==> src/rtl/io_output_buffer.sv <==
// CPU output port buffer: a FIFO of bytes written by the core, drained over a
// valid/ready byte stream, with optional LF -> CR,LF expansion.
module io_output_buffer #(
    parameter int WORD_SIZE  = 16,
    parameter int BYTE_WIDTH = 8,
    parameter int DEPTH      = 16,
    parameter int NL_EXPAND  = 0
) (
    input  logic                     clk,
    input  logic                     areset,
    input  logic                     out_write,
    input  logic [WORD_SIZE-1:0]     io_out,
    output logic                     out_ready,
    output logic                     out_overflow,
    input  logic                     out_clear,
    output logic [$clog2(DEPTH):0]   fill_level,
    output logic                     tx_valid,
    output logic [BYTE_WIDTH-1:0]    tx_data,
    input  logic                     tx_ready
);

    localparam int AW = $clog2(DEPTH);
    localparam logic [BYTE_WIDTH-1:0] CHAR_LF = BYTE_WIDTH'(8'h0A);
    localparam logic [BYTE_WIDTH-1:0] CHAR_CR = BYTE_WIDTH'(8'h0D);

    if (NL_EXPAND != 0 && BYTE_WIDTH < 8) begin : gBadExpand
        $error("io_output_buffer: NL_EXPAND requires BYTE_WIDTH >= 8");
    end
    if (DEPTH < 2 || (DEPTH & (DEPTH - 1)) != 0) begin : gBadDepth
        $error("io_output_buffer: DEPTH must be a power of two >= 2");
    end
    if (WORD_SIZE < BYTE_WIDTH) begin : gBadWord
        $error("io_output_buffer: WORD_SIZE must be >= BYTE_WIDTH");
    end

    typedef enum logic {
        S_DATA,
        S_LF
    } drainState_e;

    drainState_e           state_q, state_d;
    logic [AW:0]           wrPtr_q, wrPtr_d;
    logic [AW:0]           rdPtr_q, rdPtr_d;
    logic                  overflow_q, overflow_d;
    logic [BYTE_WIDTH-1:0] mem [DEPTH];

    logic                  empty;
    logic                  full;
    logic                  push;
    logic                  pop;
    logic                  headIsLf;
    logic [BYTE_WIDTH-1:0] head;
    logic                  unusedIoBits;

    // Only the low byte of the CPU word is stored.
    assign unusedIoBits = ^io_out;

    assign empty    = (wrPtr_q == rdPtr_q);
    assign full     = ((wrPtr_q ^ rdPtr_q) == {1'b1, {AW{1'b0}}});
    assign head     = mem[rdPtr_q[AW-1:0]];
    assign headIsLf = (NL_EXPAND != 0) && (head == CHAR_LF);
    assign push     = out_write && !full;

    assign out_ready    = !full;
    assign out_overflow = overflow_q;
    assign fill_level   = wrPtr_q - rdPtr_q;

    // An expanded LF stays at the head until its second half (the LF itself)
    // is accepted, so it keeps counting as one stored entry meanwhile.
    always_comb begin
        state_d  = state_q;
        tx_valid = 1'b0;
        tx_data  = head;
        pop      = 1'b0;
        case (state_q)
            S_DATA: begin
                tx_valid = !empty;
                if (headIsLf) begin
                    tx_data = CHAR_CR;
                    if (!empty && tx_ready) begin
                        state_d = S_LF;
                    end
                end else begin
                    pop = !empty && tx_ready;
                end
            end
            S_LF: begin
                tx_valid = 1'b1;
                tx_data  = CHAR_LF;
                if (tx_ready) begin
                    pop     = 1'b1;
                    state_d = S_DATA;
                end
            end
            default: state_d = S_DATA;
        endcase
    end

    // Fullness is judged before the edge, so a dropped write sets the flag
    // even if a pop happens on the same cycle; setting beats clearing.
    always_comb begin
        wrPtr_d    = wrPtr_q + (AW + 1)'(push);
        rdPtr_d    = rdPtr_q + (AW + 1)'(pop);
        overflow_d = overflow_q;
        if (out_write && full) begin
            overflow_d = 1'b1;
        end else if (out_clear) begin
            overflow_d = 1'b0;
        end
    end

    always_ff @(posedge clk or negedge areset) begin
        if (!areset) begin
            state_q    <= S_DATA;
            wrPtr_q    <= '0;
            rdPtr_q    <= '0;
            overflow_q <= 1'b0;
        end else begin
            state_q    <= state_d;
            wrPtr_q    <= wrPtr_d;
            rdPtr_q    <= rdPtr_d;
            overflow_q <= overflow_d;
        end
    end

    always_ff @(posedge clk) begin
        if (push) begin
            mem[wrPtr_q[AW-1:0]] <= io_out[BYTE_WIDTH-1:0];
        end
    end

endmodule

==> config.mk <==
export PLATFORM = sky130hd
export DESIGN_NAME = io_output_buffer
export DESIGN_NICKNAME = d
export VERILOG_FILES = /design/src/rtl/io_output_buffer.sv
export SDC_FILE = /design/constraint.sdc
export NUM_CORES = 1
export LEC_CHECK = 0
export ABC_CLOCK_PERIOD_IN_PS = 2800
export BUFFER_PORTS_ARGS = -buffer_cell sky130_fd_sc_hd__buf_2
export CAP_MARGIN = 15
export CORE_ASPECT_RATIO = 1.5
export CORE_MARGIN = 4
export CORE_UTILIZATION = 54
export CTS_CLUSTER_SIZE = 16
export DETAILED_ROUTE_END_ITERATION = 7
export GPL_ROUTABILITY_DRIVEN = 0
export PLACE_DENSITY = 0.73
export SYNTH_ARGS = -nofsm -noshare
export SYNTH_HDL_FRONTEND = slang
export SYNTH_SLANG_ARGS = --single-unit
==> constraint.sdc <==
create_clock -name clk -period 2.8 [get_ports clk]
set_input_delay 0.14 -clock clk [delete_from_list [all_inputs] [get_ports clk]]
set_output_delay 0.14 -clock clk [all_outputs]
set_load 0.05 [all_outputs]
After elaboration in Yosys (flattened, before gate mapping)
Memories as Yosys holds them, arrays and structs flattened.
Cells that the tools add are included.
Cells by class
  add/sub/neg operators: 3
  equality and inequality tests: 2
  multiplexer cells: 10
  bitwise logic cells: 2
  reduce and logical (&&, ||, !) cells: 6
Operators by type and width (number)
  8-bit one-hot mux with 2 select lines: 1
  5-bit by 1-bit adder with 5-bit output: 2
  1-bit 2-to-1 mux: 6
  1-bit one-hot mux with 2 select lines: 3
  5-bit equality test: 1
  5-bit equality test (second input constant): 1
  5-bit subtractor: 1
  5-bit bitwise XOR: 1
  1-bit logical AND: 3
  1-bit logical NOT: 2
  2-bit nonzero test: 1
  1-bit inverter: 1
Word-level totals
  register bits: 12
  bits in writable memories: 128
  output and inout port bits: 16
  memories: 1
Memory list
  mem: words 16, bits a word 8, read ports 1, clocked after Yosys merged registers in 0, write ports 1, line 45  | logic [BYTE_WIDTH-1:0] mem [DEPTH];

Depth between registers and ports, before layout
Gate-level depths: netlist (run 1).
  depth after elaboration: 6
  depth in mapped cells: 12

Worst setup path after synthesis (run 1)
OpenSTA, ideal clock, no wires.
  kind: register to register
  start: register rdPtr_q[1]
  end: memory mem[0][0], enable pin
  data arrival time: 2.830 ns
  data required time: 2.417 ns
  path slack: -0.413 ns
  stages on the path, launching flop included: 10
  buffers on the path: 3
  cells stage by stage: dfrtp_1 > clkbuf_1 > buf_2 > inv_2 > ha_1 > nand4_1 > nand2b_1 > clkbuf_1 > nand4_1 > nor3_1
On the way
  longest elaborated chain between the ends: 6
Ends and longest elaborated chain
  from (decl): line 43  | logic [AW:0] rdPtr_q, rdPtr_d;
  from (signal assigned): line 121  | rdPtr_q <= rdPtr_d;
  5-bit bitwise XOR: line 59  | assign full = ((wrPtr_q ^ rdPtr_q) == {1'b1, {AW{1'b0}}});
  5-bit equality test: line 59
  1-bit logical NOT
  via out_ready: line 13  | output logic out_ready,
  1-bit logical AND: line 62  | assign push = out_write && !full;
  1-bit 2-to-1 mux: line 127  | if (push) begin
  1-bit 2-to-1 mux (not written as such): line 128  | mem[wrPtr_q[AW-1:0]] <= io_out[BYTE_WIDTH-1:0];
  to (decl): line 45
The timed path passes the listed nets, and every way through them passes these cells.

Worst setup path in the final report (run 1)
  start: register rdPtr_q[0]
  end: output tx_data[2]
On the way
  longest elaborated chain between the ends: 2
Ends and longest elaborated chain
  memory read 16 x 8 bit
  8-bit one-hot mux with 2 select lines: line 75  | case (state_q)
  to (decl): line 18  | output logic [BYTE_WIDTH-1:0] tx_data,
No other way between the ends.

==> metrics.yaml, run 1 <==
clocking:
  cts_setup_buffers: 0
  cts_buffer_depth: 2
  post_cts_resize_count: 0
  cts-root-buf: "clkbuf_16"
  clock_latency_ns: 0.41
  cts.htree.levels: 4
  cts_buffers: 17
  clk_pin_slew_ns: 0.06
  cts_tree: "done"
  clkSinkCount: 140
logic_synthesis:
  synthTopCellsByArea: "edfxtp_1 (67%), mux4_2 (6.3%), mux4_1 (6.0%)"
  yosys.area.top_type_share: 0.673
  syn_avg_cell_area_um2: 19.5
  netlist_instances: 292
  synth_common_cells: "edfxtp_1 (128), mux2i_1 (16), mux4_2 (16), mux4_1 (13), nor2_1 (13)"
  yosysSeqAreaShare: 0.726
  synth_ff_type: "edfxtp_1"
  async_reset_ff_frac: 0.0857
  yosysTopAreaCell: "edfxtp_1"
  ys_ff_latch: 140
  yosysMostFrequentCell: "edfxtp_1"
  synth-compound-area-share: 0.0208
  yosys_warnings: 0
  synth_xor_area_frac: 0.0153
  synth_edf_count: 128
  synthAdderAreaFrac: 0.0210
  synth_top_family_by_area: "multiplexers"
  netlist_area_um2: 5710
  synth_nets: 322
  synth-simple-area-share: 0.0359
  synth_cell_type_count: 35
  synth.area.mux_share: 0.157
worst_setup_path:
  critPathMaxFanout: 22
  cp_slowest_cell: "mux4_2"
  critical_path.cell_chain: "buf_4 -> mux4_2 -> mux2i_1 -> o22ai_1 -> buf_2"
  cp-end-kind: "output port"
  cp.arrival_ns: 2.55
  cp.required_ns: 2.66
  max_stage_delay_ns: 0.56
  cp-start-kind: "register"
  crit_type: "reg2out"
placement:
  port_buffers: 28
  place_area_um2: 6110
  hpwl_mm: 6.84
floorplan:
  fp-row-count: 45
  core-area_um2: 10200
  die_area_um2: 12300
  die_y_um: 134
  start_util: 0.557
  ios: 37
  die-width_um: 91.9
final_layout:
  final_area_um2: 6710
  final_nets: 381
  final_core_util: 0.654
  area_growth_pct: 17.5
  fillCellCount: 720
  drive_above_1_share: 0.277
  antennaDiodeCount: 0
sta:
  slew_violations: 0
  hold_viol_final: 0
  finalSetupViolCount: 0
  fin_skew_ns: 0.00555
  min_period_ns: 2.69
  max_freq_mhz: 371
  tns_ns: 0
  rsz0062_at_grt: "no"
  fin_hold_ws_ns: 0.112
  tightest_slew_ns: 0.426
  maxSlewHeadroom: 0.716
  fin_crit_sh: 0.961
grt:
  antenna_found_initial: 0
  top_usage_layer: "met2"
  grt_pass1_wl_mm: 17.3
  grt_usage: 0.196
  use_met2: 0.320
  globalRoute.totalOverflow: 0
  grt.met1_usage: 0.247
  grt_max_degree: 26
  met3_usage: 0.0499
  grt_pass1_vias: 3042
drt:
  drc: 0
  finalWirelength_mm: 11.0
  avgViaCountPerCell: 5.72
  ant_nets: 0
  drt-initial-drc-count: 158
  vias: 2889
  wl_per_cell_um: 21.8
  dr.pass1.iters: 4
outcome:
  outcome: "complete, no violations"
power:
  power_uw: 7990
  total_leakage_power_uw: 0.00242
  p_per_area_nw_per_um2: 1190
  vdd_drop_max_uv: 806
run:
  maxCapViolCount: 0
worst_hold_path:
  worstHoldPathType: "in2reg"
layout by cell type (no fill, tap or decap), types with 3 or more instances in the layout:
cell type,n
clkinv_1,5
buf_2,28
xor2_1,4
dlygate4sd3_1,4
nor3_2,4
clkbuf_16,17
dfrtp_1,11
edfxtp_1,128
clkinv_2,3
nor2_1,13
mux2_2,3
inv_1,9
ha_1,8
mux2i_1,16
buf_4,21
mux4_2,16
a21oi_1,5
nand2b_1,4
mux4_1,13
nand2_1,6
o22ai_1,6
nand3_1,4
nand4_1,5
xnor2_1,6
area by class of cell:
type	count	area [um^2]	share of cell area
inverter	11	41.3	0.00616
clock buffer	18	429	0.0640
clock inverter	14	128	0.0190
multi-input combinational	128	1450	0.216
sequential	140	4150	0.618
timing repair buffer	53	338	0.0504
tap	141	176	0.0263
cell families (layout without fill, tap and decap cells):
family,after synthesis,in the layout
adder cells (fa/ha/maj),9,9
XOR/XNOR,10,10
multiplexers,48,48
flip-flops,140,140
AO/OA/AOI/OAI,19,19
buffers and inverters,24,96
AND/OR/NAND/NOR,42,42
timing repair:
item | CTS | global route
hold endpoints to repair | 14 | 0
hold buffers | 4 | 0
setup endpoints to repair | 0 | 0
layer usage:
| metal | part of all wire | wire (um) |
|---|---|---|
| met1 | 0.40 | 4430 |
| met2 | 0.52 | 5700 |
| met3 | 0.058 | 638 |
| met4 | 0.023 | 249 |
| met5 | 0 | 0 |
final timing paths:
| check | startpoint | endpoint | slack [ns] | cells after the start |
|---|---|---|---|---|
| worst max register to register | wrPtr_q[2]$_DFF_PN0_ | mem[1][4]$_DFFE_PP_ | 0.44 | 6 |
| max in group asynchronous | areset | rdPtr_q[0]$_DFF_PN0_ | 2.42 | 2 |
| min in group asynchronous | areset | out_overflow$_DFFE_PN0P_ | 0.14 | 2 |
| worst min register to register | wrPtr_q[4]$_DFF_PN0_ | wrPtr_q[4]$_DFF_PN0_ | 0.50 | 1 |
| worst min-delay path | io_out[5] | mem[8][5]$_DFFE_PP_ | 0.11 | 1 |
| worst max-delay path | rdPtr_q[0]$_DFF_PN0_ | tx_data[2] | 0.11 | 5 |
flip-flops by register name (all words and copies together) (netlist names):
register      count
state_q           1
out_overflow      1
wrPtr_q           5
rdPtr_q           5
mem             128
worst max-delay path, delay by kind of cell, from the launching register on:
family / cells / cell delay (ns)
compound gates: 1 / 0.16
mux: 2 / 0.79
flops: 1 / 0.50
buf+inv: 2 / 0.67
through the flow:
stage / cells / setup WS, ns
6_report: 505 / 0.108
5_1_grt: 505 / 0.0169
3_5_place_dp: 469 / 0.433
4_1_cts: 505 / 0.0697
2_1_floorplan: 292 / 0.0348
3_3_place_gp: 469 / 0.507
power by group:
| group | internal (uW) | switching, uW |
|---|---|---|
| logic | 1090 | 2060 |
| registers | 2560 | 166 |
| clock network | 1290 | 811 |
No activity file was read; power rests on OpenSTA's default activity.
==> inputs of run 2 (changes only) <==
--- a/config.mk
+++ b/config.mk
@@ -6,13 +6,13 @@
 export NUM_CORES = 1
 export LEC_CHECK = 0
 export ABC_CLOCK_PERIOD_IN_PS = 2800
-export BUFFER_PORTS_ARGS = -buffer_cell sky130_fd_sc_hd__buf_2
 export CAP_MARGIN = 15
 export CORE_ASPECT_RATIO = 1.5
 export CORE_MARGIN = 4
-export CORE_UTILIZATION = 54
+export CORE_UTILIZATION = 57
 export CTS_CLUSTER_SIZE = 16
 export DETAILED_ROUTE_END_ITERATION = 7
+export DONT_BUFFER_PORTS = 1
 export GPL_ROUTABILITY_DRIVEN = 0
 export PLACE_DENSITY = 0.73
 export SYNTH_ARGS = -nofsm -noshare
==> run 2 against run 1 <==
Against the previous run:
- total power grew 5.9%
- clock skew is 0.0023 ns higher
- die area shrank 4.9%
- hold slack worse by 0.085 ns
- register-to-register slack worse by 0.10 ns
- highest routed layer unchanged
- setup slack gained 0.066 ns
- core utilization is 4.5 points higher
==> metrics.yaml, run 2 (same netlist as run 1, synthesis figures left out) <==
clocking:
  clock_latency_ns: 0.42  # about the same
  cts-root-buf: "clkbuf_16"
  cts.htree.levels: 4  # unchanged
  cts_buffers: 17  # unchanged
  clkSinkCount: 140  # unchanged
  cts_tree: "done"
  cts_buffer_depth: 2  # unchanged
  cts_setup_buffers: 0  # unchanged
  clk_pin_slew_ns: 0.06  # about the same
sta:
  setup_ws_ns: 0.174  # +0.0664 ns
  tightest_slew_ns: 0.570  # +0.144 ns
  maxSlewHeadroom: 0.619  # -0.0971
  finalSetupViolCount: 0  # unchanged
  fin_skew_ns: 0.00780  # +0.00225 ns
  max_freq_mhz: 381  # +2.5%
  min_period_ns: 2.63  # -0.0664 ns
  slew_violations: 0  # unchanged
  rsz0062_at_grt: "no"
  fin_crit_sh: 0.938  # -0.0237
  hold_viol_final: 0  # unchanged
  tns_ns: 0  # unchanged
placement:
  port_buffers: 0  # -100%
  pre_cts_ws_ns: 0.441  # +0.00844 ns
  hpwl_mm: 6.73  # -1.6%
grt:
  globalRoute.totalOverflow: 0  # unchanged
  grt.met1_usage: 0.242  # -0.00509
  grt_pass1_vias: 2946  # -3.2%
  top_usage_layer: "met2"
  antenna_found_initial: 0  # unchanged
  met3_usage: 0.0533  # +0.00332
  grt_pass1_wl_mm: 17.3  # +0.40%
  grt_usage: 0.208  # +0.0123
  grt_max_degree: 27  # +3.8%
  use_met2: 0.376  # +0.0564
floorplan:
  die_area_um2: 11700  # -4.9%
  die-width_um: 89.7  # -2.4%
  die_y_um: 131  # -2.5%
  ios: 37  # unchanged
  start_util: 0.586  # +0.0288
  fp-row-count: 44  # -2.2%
  core-area_um2: 9740  # -4.9%
drt:
  ant_nets: 0  # unchanged
  avgViaCountPerCell: 5.93  # +3.6%
  vias: 2779  # -3.8%
  wl_per_cell_um: 23.9  # +9.4%
  finalWirelength_mm: 11.2  # +1.6%
  drc: 0  # unchanged
  dr.pass1.iters: 5  # +1
  drt-initial-drc-count: 170  # +7.6%
worst_setup_path:
  cp.arrival_ns: 2.49  # -0.06 ns
  cp.required_ns: 2.66  # about the same
  path_buf_inv: 1  # -1
  cpLargestDelayFamily: "multiplexers"
  max_stage_delay_ns: 0.58  # +0.02 ns
  cp_slowest_cell: "mux4_1"
  critPathMaxFanout: 10  # -55%
  crit_type: "reg2out"
  critical_path.cell_chain: "buf_4 -> mux4_1 -> mux2_2 -> a21oi_1 -> nand2_1"
  cp-end-kind: "output port"
  cp-start-kind: "register"
final_layout:
  layout_common_cells: "edfxtp_1 (128), buf_4 (30), clkbuf_16 (17), mux4_2 (16), mux2i_1 (16)"
  largest_register_ffs: 128  # unchanged
  area_growth_pct: 19.4
  antennaDiodeCount: 0  # unchanged
  final_nets: 371  # -2.6%
  final_common_cell: "edfxtp_1"
  drive_above_1_share: 0.249  # -0.0289
power:
  total_leakage_power_uw: 0.00244  # +0.94%
  power_frac_clock: 0.294  # +0.031
  p_seq_frac: 0.325  # -0.016
  vdd_drop_max_uv: 783  # -2.9%
  intPower_uw: 5400  # +9.2%
  power_frac_comb: 0.381  # -0.014
  swShare: 0.362  # -0.0189
  p_per_area_nw_per_um2: 1240  # +4.2%
  switchingPower_uw: 3060  # +0.68%
worst_hold_path:
  worstHoldPathType: "in2reg"
run:
  maxCapViolCount: 0  # unchanged
outcome:
  outcome: "complete, no violations"
==> run 2: changes by cell type in the layout (fill, tap and decap cells not counted), sizes merged <==
cell / before / now
clkbuf: 18 / 22
dlygate4sd3: 4 / 12
bufinv: 2 / 5
buf: 49 / 31
clkinvlp: 1 / 3
clkinv: 10 / 2
inv: 12 / 11
==> run 2: metrics by stage <==
step	hold WS, ns	utilization	power [uW]	area [um^2]	cells
2_1_floorplan	-0.156	-	5230	5730	292
3_3_place_gp	-0.155	0.618	5910	6020	425
3_5_place_dp	-0.155	0.618	5980	6020	425
4_1_cts	0.00615	0.699	8520	6810	469
5_1_grt	0.0177	0.699	8850	6810	469
6_report	0.0271	0.699	8460	6810	469
==> run 2: worst paths after layout <==
check                                      from                  endpoint  slack, ns  depth (start not counted)
max                        rdPtr_q[0]$_DFF_PN0_                tx_data[3]       0.17                          5
min                                   out_write      wrPtr_q[0]$_DFF_PN0_       0.03                          2
max reg2reg                rdPtr_q[3]$_DFF_PN0_  out_overflow$_DFFE_PN0P_       0.34                          7
min reg2reg                wrPtr_q[4]$_DFF_PN0_      wrPtr_q[4]$_DFF_PN0_       0.50                          1
max in group asynchronous                areset      rdPtr_q[0]$_DFF_PN0_       2.23                          1
min in group asynchronous                areset      rdPtr_q[1]$_DFF_PN0_       0.16                          1
==> run 2: cell type report <==
| class | count | area [um^2] |
|---|---|---|
| Inverter | 11 | 41.3 |
| Timing Repair Buffer | 43 | 365 |
| Fill cell | 576 | 2930 |
| Clock buffer | 22 | 484 |
| Clock inverter | 10 | 186 |
| Sequential cell | 140 | 4150 |
| Tap cell | 115 | 144 |
| Multi-Input combinational cell | 128 | 1450 |
==> run 2: metal layers <==
layer | share of wire | wire length [um] | up-vias
met5 | 0 | 0 | -
met4 | 0.016 | 174 | 0
met3 | 0.039 | 431 | 11
met2 | 0.55 | 6190 | 71
met1 | 0.39 | 4390 | 1422
li1 | - | - | 1275
==> run 2: power by group through the flow <==
stage / Clock [uW] / Sequential (uW) / Combinational, uW
after global routing: 2640 / 2780 / 3440
after global placement: 0 / 2770 / 3130
after floorplan: 0 / 2690 / 2530
after detailed placement: 0 / 2790 / 3190
after CTS: 2520 / 2750 / 3250
final: 2490 / 2750 / 3220
==> run 2: repair_timing <==
action / in CTS / in global routing
hold buffers: 12 / 0
endpoints found under the hold margin: 143 / 0
resized for setup: 0 / 0
==> inputs of run 3 (changes only) <==
==> config.mk (replaced) <==
export PLATFORM = sky130hd
export DESIGN_NAME = io_output_buffer
export DESIGN_NICKNAME = d
export VERILOG_FILES = /design/src/rtl/io_output_buffer.sv
export SDC_FILE = /design/constraint.sdc
export NUM_CORES = 1
export LEC_CHECK = 0
export ABC_CLOCK_PERIOD_IN_PS = 2900
export CAP_MARGIN = 15
export CORE_ASPECT_RATIO = 1.5
export CORE_MARGIN = 4
export CORE_UTILIZATION = 60
export CTS_CLUSTER_SIZE = 16
export DETAILED_ROUTE_END_ITERATION = 7
export DONT_BUFFER_PORTS = 1
export GPL_ROUTABILITY_DRIVEN = 0
export PLACE_DENSITY = 0.74
export SYNTH_ARGS = -nofsm -noshare
export SYNTH_HDL_FRONTEND = slang
export SYNTH_SLANG_ARGS = --single-unit
==> constraint.sdc (replaced) <==
create_clock -name clk -period 2.9 [get_ports clk]
set_input_delay 0.145 -clock clk [delete_from_list [all_inputs] [get_ports clk]]
set_output_delay 0.145 -clock clk [all_outputs]
set_load 0.05 [all_outputs]
==> run 3 against run 2 <==
Against the previous run:
- clock-buffer cell count down 5
- first-iteration DRC count up 45%
- critical endpoint is now tx_data[5]
- largest cell class unchanged
- critical path type unchanged
- sequential power decreased by 2%
- combinational power shrank 5%
- routed wire length fell by 0.22%
==> metrics.yaml, run 3 (same netlist as run 1, synthesis figures left out) <==
power:
  power_frac_comb: 0.390  # +0.009
  switchingPower_uw: 3010  # -1.7%
  power_frac_clock: 0.267  # -0.027
  p_per_area_nw_per_um2: 1170  # -5.8%
  swShare: 0.382  # +0.0205
  intPower_uw: 4860  # -10%
  vdd_drop_max_uv: 1410  # +80%
  total_leakage_power_uw: 0.00239  # -2.0%
  p_seq_frac: 0.343  # +0.018
final_layout:
  layout_common_cells: "edfxtp_1 (128), buf_4 (29), clkbuf_16 (17), mux4_2 (16), mux2i_1 (16)"
  largest_register_ffs: 128  # unchanged
  regArea_um2: 4150  # unchanged
  final_nets: 371  # unchanged
  multi_input_area_um2: 1450  # unchanged
  final_area_um2: 6730  # -1.2%
  final_common_cell: "edfxtp_1"
  area_growth_pct: 17.9
  drive_above_1_share: 0.249  # unchanged
  fillCellCount: 551  # -4.3%
  antennaDiodeCount: 0  # unchanged
worst_setup_path:
  critPathMaxFanout: 26  # +16
  cp.arrival_ns: 2.61  # +0.12 ns
  critical_path.cell_chain: "buf_12 -> mux4_2 -> mux2i_1 -> o22ai_1 -> buf_4"
  cp-start-kind: "register"
  crit_type: "reg2out"
  cp_slowest_cell: "dfrtp_2"
  max_stage_delay_ns: 0.65  # +0.07 ns
  cp.required_ns: 2.76  # +0.10 ns
  cp-end-kind: "output port"
grt:
  antenna_found_initial: 0  # unchanged
  grt_pass1_wl_mm: 17.7  # +2.4%
  grt_pass1_vias: 3134  # +6.4%
  globalRoute.totalOverflow: 0  # unchanged
  grt_max_degree: 27  # unchanged
  grt_usage: 0.225  # +0.0164
drt:
  avgViaCountPerCell: 6.18  # +4.2%
  drt-initial-drc-count: 246  # +45%
  ant_nets: 0  # unchanged
  wl_per_cell_um: 24.0  # +0.42%
  finalWirelength_mm: 11.2  # -0.22%
  drc: 0  # unchanged
  vias: 2878  # +3.6%
  dr.pass1.iters: 4  # -1
sta:
  fin_hold_ws_ns: 0.170  # +0.143 ns
  tightest_slew_ns: 0.611  # +0.0409 ns
  min_period_ns: 2.75
  rsz0062_at_grt: "no"
  max_freq_mhz: 363
  fin_skew_ns: 0.00690  # -0.000903 ns
  slew_violations: 0  # unchanged
  maxSlewHeadroom: 0.592  # -0.0274
  fin_crit_sh: 0.949
  finalSetupViolCount: 0  # unchanged
  hold_viol_final: 0  # unchanged
  tns_ns: 0  # unchanged
clocking:
  clkSinkCount: 140  # unchanged
  cts_buffer_depth: 2  # unchanged
  cts_tree: "done"
  post_cts_resize_count: 0  # unchanged
  cts.htree.levels: 4  # unchanged
  clk_pin_slew_ns: 0.06  # about the same
  cts_buffers: 17  # unchanged
  cts_setup_buffers: 0  # unchanged
  postCtsHoldBufs: 13  # +1
  cts-root-buf: "clkbuf_16"
  clock_latency_ns: 0.41  # about the same
floorplan:
  ios: 37  # unchanged
  die-width_um: 87.6  # -2.3%
  fp-row-count: 43  # -2.3%
  die_area_um2: 11200  # -4.6%
  die_y_um: 127  # -2.4%
  start_util: 0.617  # +0.0310
  core-area_um2: 9250  # -5.0%
placement:
  hpwl_mm: 6.66  # -0.95%
  port_buffers: 0  # unchanged
  place_area_um2: 6010  # -0.19%
run:
  maxCapViolCount: 0  # unchanged
worst_hold_path:
  worstHoldPathType: "in2async"
outcome:
  outcome: "complete, no violations"
==> run 3: cell types whose count changed in the layout (fill, tap and decap cells not counted), sizes merged <==
cell	before	now
clkbuf	22	17
inv	11	16
dlygate4sd3	12	13
clkinvlp	3	6
buf	31	30
bufinv	5	2
==> run 3: worst paths after layout <==
| kind | from | slack, ns | to | depth (start not counted) |
|---|---|---|---|---|
| max | rdPtr_q[0]$_DFF_PN0_ | 0.15 | tx_data[5] | 5 |
| min | areset | 0.17 | wrPtr_q[1]$_DFF_PN0_ | 1 |
| max reg2reg | rdPtr_q[0]$_DFF_PN0_ | 0.51 | out_overflow$_DFFE_PN0P_ | 6 |
| min reg2reg | wrPtr_q[4]$_DFF_PN0_ | 0.49 | wrPtr_q[4]$_DFF_PN0_ | 1 |
| max in group asynchronous | areset | 2.32 | rdPtr_q[0]$_DFF_PN0_ | 1 |
| min in group clk | out_write | 0.33 | mem[0][6]$_DFFE_PP_ | 3 |
==> run 3: critical path: cells and delay by family, from the launching register on <==
family | cells | cell delay (ns)
buf+inv | 2 | 0.51
flops | 1 | 0.65
compound gates | 1 | 0.17
mux | 2 | 0.85
==> run 3: area by class of cell <==
type / instances / area share
sequential: 140 / 0.616
multi-input combinational: 128 / 0.215
clock buffer: 17 / 0.0632
timing repair buffer: 43 / 0.0547
clock inverter: 15 / 0.0242
tap: 112 / 0.0208
inverter: 11 / 0.00613
==> run 3: metrics by stage <==
| stage | total power (uW) | util | cells | worst slack (ns) |
|---|---|---|---|---|
| final | 7870 | 0.727 | 466 | 0.149 |
| after global routing | 8230 | 0.727 | 466 | 0.0521 |
| after CTS | 7920 | 0.727 | 466 | 0.187 |
| after detailed placement | 5750 | 0.650 | 421 | 0.571 |
| after global placement | 5690 | 0.650 | 421 | 0.598 |
| after floorplan | 5050 | - | 292 | 0.135 |
==> run 3: power groups by stage <==
stage	Combinational, uW	Sequential [uW]	Clock, uW
4_1_cts	3100	2700	2120
6_report	3070	2700	2100
3_3_place_gp	2970	2710	0
3_5_place_dp	3020	2730	0
5_1_grt	3290	2730	2220
2_1_floorplan	2450	2600	0
==> run 3: routing by layer <==
metal	wire length, um	vias to the layer above	global-route usage	part of all wire
met5	0	-	0	0
met3	527	19	0.0497	0.047
li1	-	1283	-	-
met2	6090	94	0.380	0.55
met4	258	0	0.0840	0.023
met1	4290	1482	0.282	0.38
